**config.mk**
```make
export PLATFORM = sky130hd
export DESIGN_NAME = mem_port_arbiter
export DESIGN_NICKNAME = d
export VERILOG_FILES = /design/src/rtl/mem_port_arbiter.sv
export SDC_FILE = /design/constraint.sdc
export NUM_CORES = 1
export LEC_CHECK = 0
export CORE_AREA = 2 2 196 198
export CTS_CLUSTER_SIZE = 14
export DETAILED_ROUTE_END_ITERATION = 7
export DIE_AREA = 0 0 198 200
export GPL_TIMING_DRIVEN = 1
export SLEW_MARGIN = 20
export SYNTH_ARGS = -nofsm -noshare
export SYNTH_HDL_FRONTEND = slang
export SYNTH_SLANG_ARGS = --single-unit
```
**constraint.sdc**
```tcl
create_clock -name clk -period 4 [get_ports clk]
set_input_delay 0.4 -clock clk [delete_from_list [all_inputs] [get_ports clk]]
set_output_delay 0.4 -clock clk [all_outputs]
set_load 0.01 [all_outputs]
```
**src/rtl/mem_port_arbiter.sv**
```systemverilog
// Shares one memory port between instruction fetch and load/store, one transaction at a time.
// Load/store has priority; a starvation counter forces a fetch grant after STARVE_LIMIT LS wins.
module mem_port_arbiter #(
  parameter int ADDR_W       = 64,
  parameter int STARVE_LIMIT = 4
) (
  input  logic              clk,
  input  logic              reset,
  input  logic              if_req,
  input  logic [ADDR_W-1:0] if_addr,
  input  logic              if_cancel,
  output logic              if_ready,
  output logic              if_rvalid,
  output logic [31:0]       if_rdata,
  input  logic              ls_req,
  input  logic              ls_wr,
  input  logic [ADDR_W-1:0] ls_addr,
  input  logic [63:0]       ls_wdata,
  input  logic [7:0]        ls_wmask,
  output logic              ls_ready,
  output logic              ls_rvalid,
  output logic [63:0]       ls_rdata,
  output logic              mem_req,
  output logic              mem_wr,
  output logic [ADDR_W-1:0] mem_addr,
  output logic [63:0]       mem_wdata,
  output logic [7:0]        mem_wmask,
  input  logic              mem_ready,
  input  logic              mem_rvalid,
  input  logic [63:0]       mem_rdata
);

  typedef enum logic [1:0] {IDLE, REQ, RESP} state_t;
  typedef enum logic {OWN_IF, OWN_LS} owner_t;

  localparam logic [3:0] LIMIT = 4'(STARVE_LIMIT);

  state_t     state, state_next;
  owner_t     owner;
  logic [3:0] starve_cnt;
  logic       cancel_pend;
  logic       grant_ls, grant_if, resp_done;

  assign grant_ls  = ls_req && !(if_req && starve_cnt == LIMIT);
  assign grant_if  = !grant_ls && if_req;
  assign resp_done = (state == RESP) && mem_rvalid;

  // NOTE: sequential state uses non-blocking assignments so every flop samples pre-edge values.
  always_ff @(posedge clk or negedge reset) begin
    if (!reset) state <= IDLE;
    else        state <= state_next;
  end

  // NOTE: default assignment first so no path through the case leaves state_next unassigned (no latch).
  always_comb begin
    state_next = state;
    case (state)
      IDLE:    if (grant_ls || grant_if) state_next = REQ;
      REQ:     if (mem_ready)            state_next = RESP;
      RESP:    if (mem_rvalid)           state_next = IDLE;
      default:                           state_next = IDLE;
    endcase
  end

  // Readies are also held low while reset is asserted so every output reads 0 in reset.
  always_comb begin
    if_ready  = 1'b0;
    ls_ready  = 1'b0;
    if_rvalid = 1'b0;
    if_rdata  = '0;
    ls_rvalid = 1'b0;
    ls_rdata  = '0;
    mem_req   = (state == REQ);
    if (state == IDLE && reset) begin
      ls_ready = grant_ls;
      if_ready = grant_if;
    end
    if (resp_done) begin
      if (owner == OWN_IF) begin
        if_rdata  = mem_addr[2] ? mem_rdata[63:32] : mem_rdata[31:0];
        if_rvalid = !cancel_pend && !if_cancel;
      end else begin
        ls_rdata  = mem_rdata;
        ls_rvalid = 1'b1;
      end
    end
  end

  // NOTE: the request registers are reset too, because they drive module outputs directly.
  always_ff @(posedge clk or negedge reset) begin
    if (!reset) begin
      owner       <= OWN_IF;
      starve_cnt  <= '0;
      cancel_pend <= 1'b0;
      mem_wr      <= 1'b0;
      mem_addr    <= '0;
      mem_wdata   <= '0;
      mem_wmask   <= '0;
    end else begin
      if (state == IDLE) begin
        if (grant_ls) begin
          owner     <= OWN_LS;
          mem_wr    <= ls_wr;
          mem_addr  <= ls_addr;
          mem_wdata <= ls_wdata;
          mem_wmask <= ls_wmask;
        end else if (grant_if) begin
          owner     <= OWN_IF;
          mem_wr    <= 1'b0;
          mem_addr  <= if_addr;
          mem_wdata <= '0;
          mem_wmask <= '0;
        end
        if (grant_if || !if_req)                 starve_cnt <= '0;
        else if (grant_ls && starve_cnt != LIMIT) starve_cnt <= starve_cnt + 4'd1;
      end
      // Leaving RESP re-arms the flag; a cancel during an IF transaction swallows its response.
      if (resp_done)
        cancel_pend <= 1'b0;
      else if (state != IDLE && owner == OWN_IF && if_cancel)
        cancel_pend <= 1'b1;
    end
  end

endmodule

```
==> results.py <==
metrics = {
    "status": {
        "status": "complete, no violations",
    },
    "layout": {
        "nNetsFinal": 1542,
        "syn_to_final_growth_pct": 79.27,
        "stdcell_count": 1793,
        "final_core_util_pct": 37.03,
        "mostFrequentLayoutCells": "507 x clkdlybuf4s50_1, 144 x dfrtp_1, 129 x a21oi_1, 75 x nand3_1, 73 x o2bb2ai_1",
        "multi_input_area_um2": 3646,
        "regArea_um2": 3630,
        "final_area_um2": 13850,
        "final_common_cell": "clkdlybuf4s50_1",
        "n_fill_cell": 3756,
        "layout-drive-gt1-share_pct": 4.684,
    },
    "sta": {
        "rsz0062_at_grt": "false",
        "finalClockSkew_ns": 0.008234,
        "tns_ns": 0,
        "tightest_slew_ns": 0.9981,
        "min_period_ns": 2.828,
        "hold-worst-slack_ns": 0.4127,
        "setup_viol": 0,
        "fin_ws_ns": 1.172,
        "slew_headroom_pct": 33.46,
        "max_freq_mhz": 353.6,
        "slew_violations": 0,
        "hold_viol": 0,
        "final.period_utilization_pct": 70.71,
    },
    "synth": {
        "seq_area_frac_synth_pct": 46.96,
        "yosys_warnings": 0,
        "syn_area_per_cell_um2": 9.354,
        "synthCells": 826,
        "ys_seq_elements": 145,
        "synth.distinct_cells": 35,
        "synth.net_count": 1100,
        "synth_area_um2": 7726,
    },
    "pwr": {
        "peakVddDrop_v": 0.0005702,
        "combPwrFrac_pct": 50.8,
        "swShare_pct": 38.07,
        "intPower_mw": 5.443,
        "p_seq_share_pct": 29.7,
        "finalPower_mw": 8.790,
        "power.density_nw_per_um2": 634.6,
        "power_frac_clock_pct": 19.5,
        "switchingPower_mw": 3.346,
        "power_leakage_nw": 5.192,
    },
    "grt": {
        "grt_start_max_net_pins": 138,
        "overflow": 0,
        "grt_pass1_wl_um": 51140,
        "grt_usage_pct": 16.88,
        "antenna_found_initial": 2,
        "grt_pass1_vias": 8532,
    },
    "floorplanning": {
        "initial_core_util_pct": 20.66,
        "core_um2": 37400,
        "dieWidth_um": 198,
        "die_area_um2": 39600,
        "die_h_um": 200,
        "num_rows": 71,
        "io_pins": 510,
    },
    "placed_design": {
        "place_area_um2": 13220,
        "hpwl_um": 24340,
        "dp.cells": 1759,
        "gp_congestion": 0.7981,
        "place_ws_ns": 1.249,
        "io_buffers": 509,
    },
    "critical_path": {
        "path_class": "reg2out",
        "arrival_ns": 2.43,
        "critPathMaxFanout": 20,
        "critPathSlowestCell": "clkdlybuf4s50_1",
        "crit_chain": "inv_1 -> ha_1 -> nand4b_1 -> nand2_2 -> and4_1 -> clkdlybuf4s50_1",
        "setup.worst_path.start_class": "register",
        "cp-end-kind": "output port",
        "path_buf_inv": 2,
        "path_delay_family": "simple AND/OR/NAND/NOR gates",
        "cp.required_ns": 3.60,
        "slowest_delay_ns": 0.53,
    },
    "clocking": {
        "cts_tree": "done",
        "clock_latency_ns": 0.44,
        "ctsResizeCount": 0,
        "root_buffer": "clkbuf_16",
        "cts_sinks": 145,
        "postCtsHoldBufs": 1,
        "cts.reportedPaths.clkPinSlew_ns": 0.06,
        "h-tree-depth": 4,
        "cts_buffers": 17,
        "clockBufferDepth": 2,
        "post_cts_buffers": 0,
    },
    "route": {
        "wl_per_cell_um": 19.63,
        "dr.pass1.iters": 5,
        "num_vias": 8523,
        "routed_via_density": 4.753,
        "dr.first_iter.drc_count": 359,
        "drc": 0,
        "wl_um": 35190,
        "ant_nets": 0,
    },
    "min_path": {
        "hp-class": "in2async",
    },
    "flow_run": {
        "maxCapViolations": 0,
    },
}
## power groups by stage
stage | sequential [mW] | clock [mW] | combinational (mW)
after floorplan | 2.84 | 0 | 1.88
after global placement | 2.60 | 0 | 4.49
after detailed placement | 2.61 | 0 | 4.50
after CTS | 2.61 | 1.77 | 4.52
after global routing | 2.69 | 1.84 | 4.80
final | 2.61 | 1.72 | 4.46
## metal layers
metal | vias up | part of all wire (%) | track usage (%)
met5 | - | 0.045 | 0
met4 | 2 | 2.5 | 6.488
met3 | 44 | 8.3 | 5.729
met2 | 378 | 49 | 28.29
met1 | 4119 | 40 | 20.02
li1 | 3980 | - | -
## worst paths after layout
kind / slack (ns) / depth (start not counted) / start / to
min in group clk: 0.48 / 1 / mem_wdata[17] / mem_wdata[17]
hold reg to reg: 0.48 / 1 / mem_wdata[17] / mem_wdata[17]
setup / recovery: 1.17 / 6 / starve_cnt[0] / if_ready
setup reg to reg: 1.82 / 6 / starve_cnt[0] / owner
max in group asynchronous: 2.36 / 3 / reset / mem_addr[2]
hold / removal: 0.41 / 2 / reset / mem_addr[31]
## worst reg2reg max path, delay by kind of cell (launching register included)
kind                     cells  cell delay, ns
buffers and inverters        2            0.72
AND/OR/NAND/NOR              2            0.51
flip-flops                   1            0.42
adder cells (fa/ha/maj)      1            0.20
AO/OA/AOI/OAI                1            0.19
## synthesized netlist by cell type
cell type  instances  area (um^2)
nand3_1           75        375.4
nand2_1            7        26.28
and4_1             1        8.760
ha_1               2        25.02
o311ai_0           1        8.760
nor2b_1            1        6.260
inv_2              1        3.750
nor2_4             1        11.26
nor2_1            36        135.1
a21oi_1          129        645.6
o22a_1             1        8.760
buf_1             12        45.04
buf_2             20        100.1
a31oi_1            1        6.260
dfrtp_1          145         3628
nand3b_1           1        7.510
and2_1            65        406.6
o2bb2ai_1         73        639.4
clkbuf_1          68        255.2
nand2b_1           2        12.51
mux2i_1           32        320.3
nand4_1            1        6.260
buf_6              4        45.04
inv_1              5        18.77
o21ai_1           11        55.05
and4b_1            2        20.02
nand4b_1           1        8.760
o21ai_0           57        285.3
o22ai_1            2        12.51
a22o_1             1        8.760
nor3_1             1        5.000
nand4bb_1          1        11.26
a311oi_1          64        560.5
or2_1              1        6.260
or2_2              1        6.260
## cell families after synthesis
family          synth area share (%)
mux                            4.146
flops                          46.96
fa+ha+maj                     0.3238
simple gates                   13.64
compound gates                 28.87
buf+inv                        6.057
## final cells by class
type,instances,share of cell area [%]
Antenna cell,1,0.01807
Clock buffer,18,3.171
Clock inverter,14,1.301
Inverter,6,0.1626
Multi-Input combinational cell,571,26.32
Sequential cell,145,26.21
Tap cell,511,4.616
Timing Repair Buffer,527,38.20
## state kept, by name, summed over array words and instances (netlist names)
name and count:
cancel_pend 1, mem_addr 64, mem_wdata 64, mem_wmask 8, mem_wr 1, owner 1, starve_cnt 4, state 2
(Power assumes the default switching activity.)
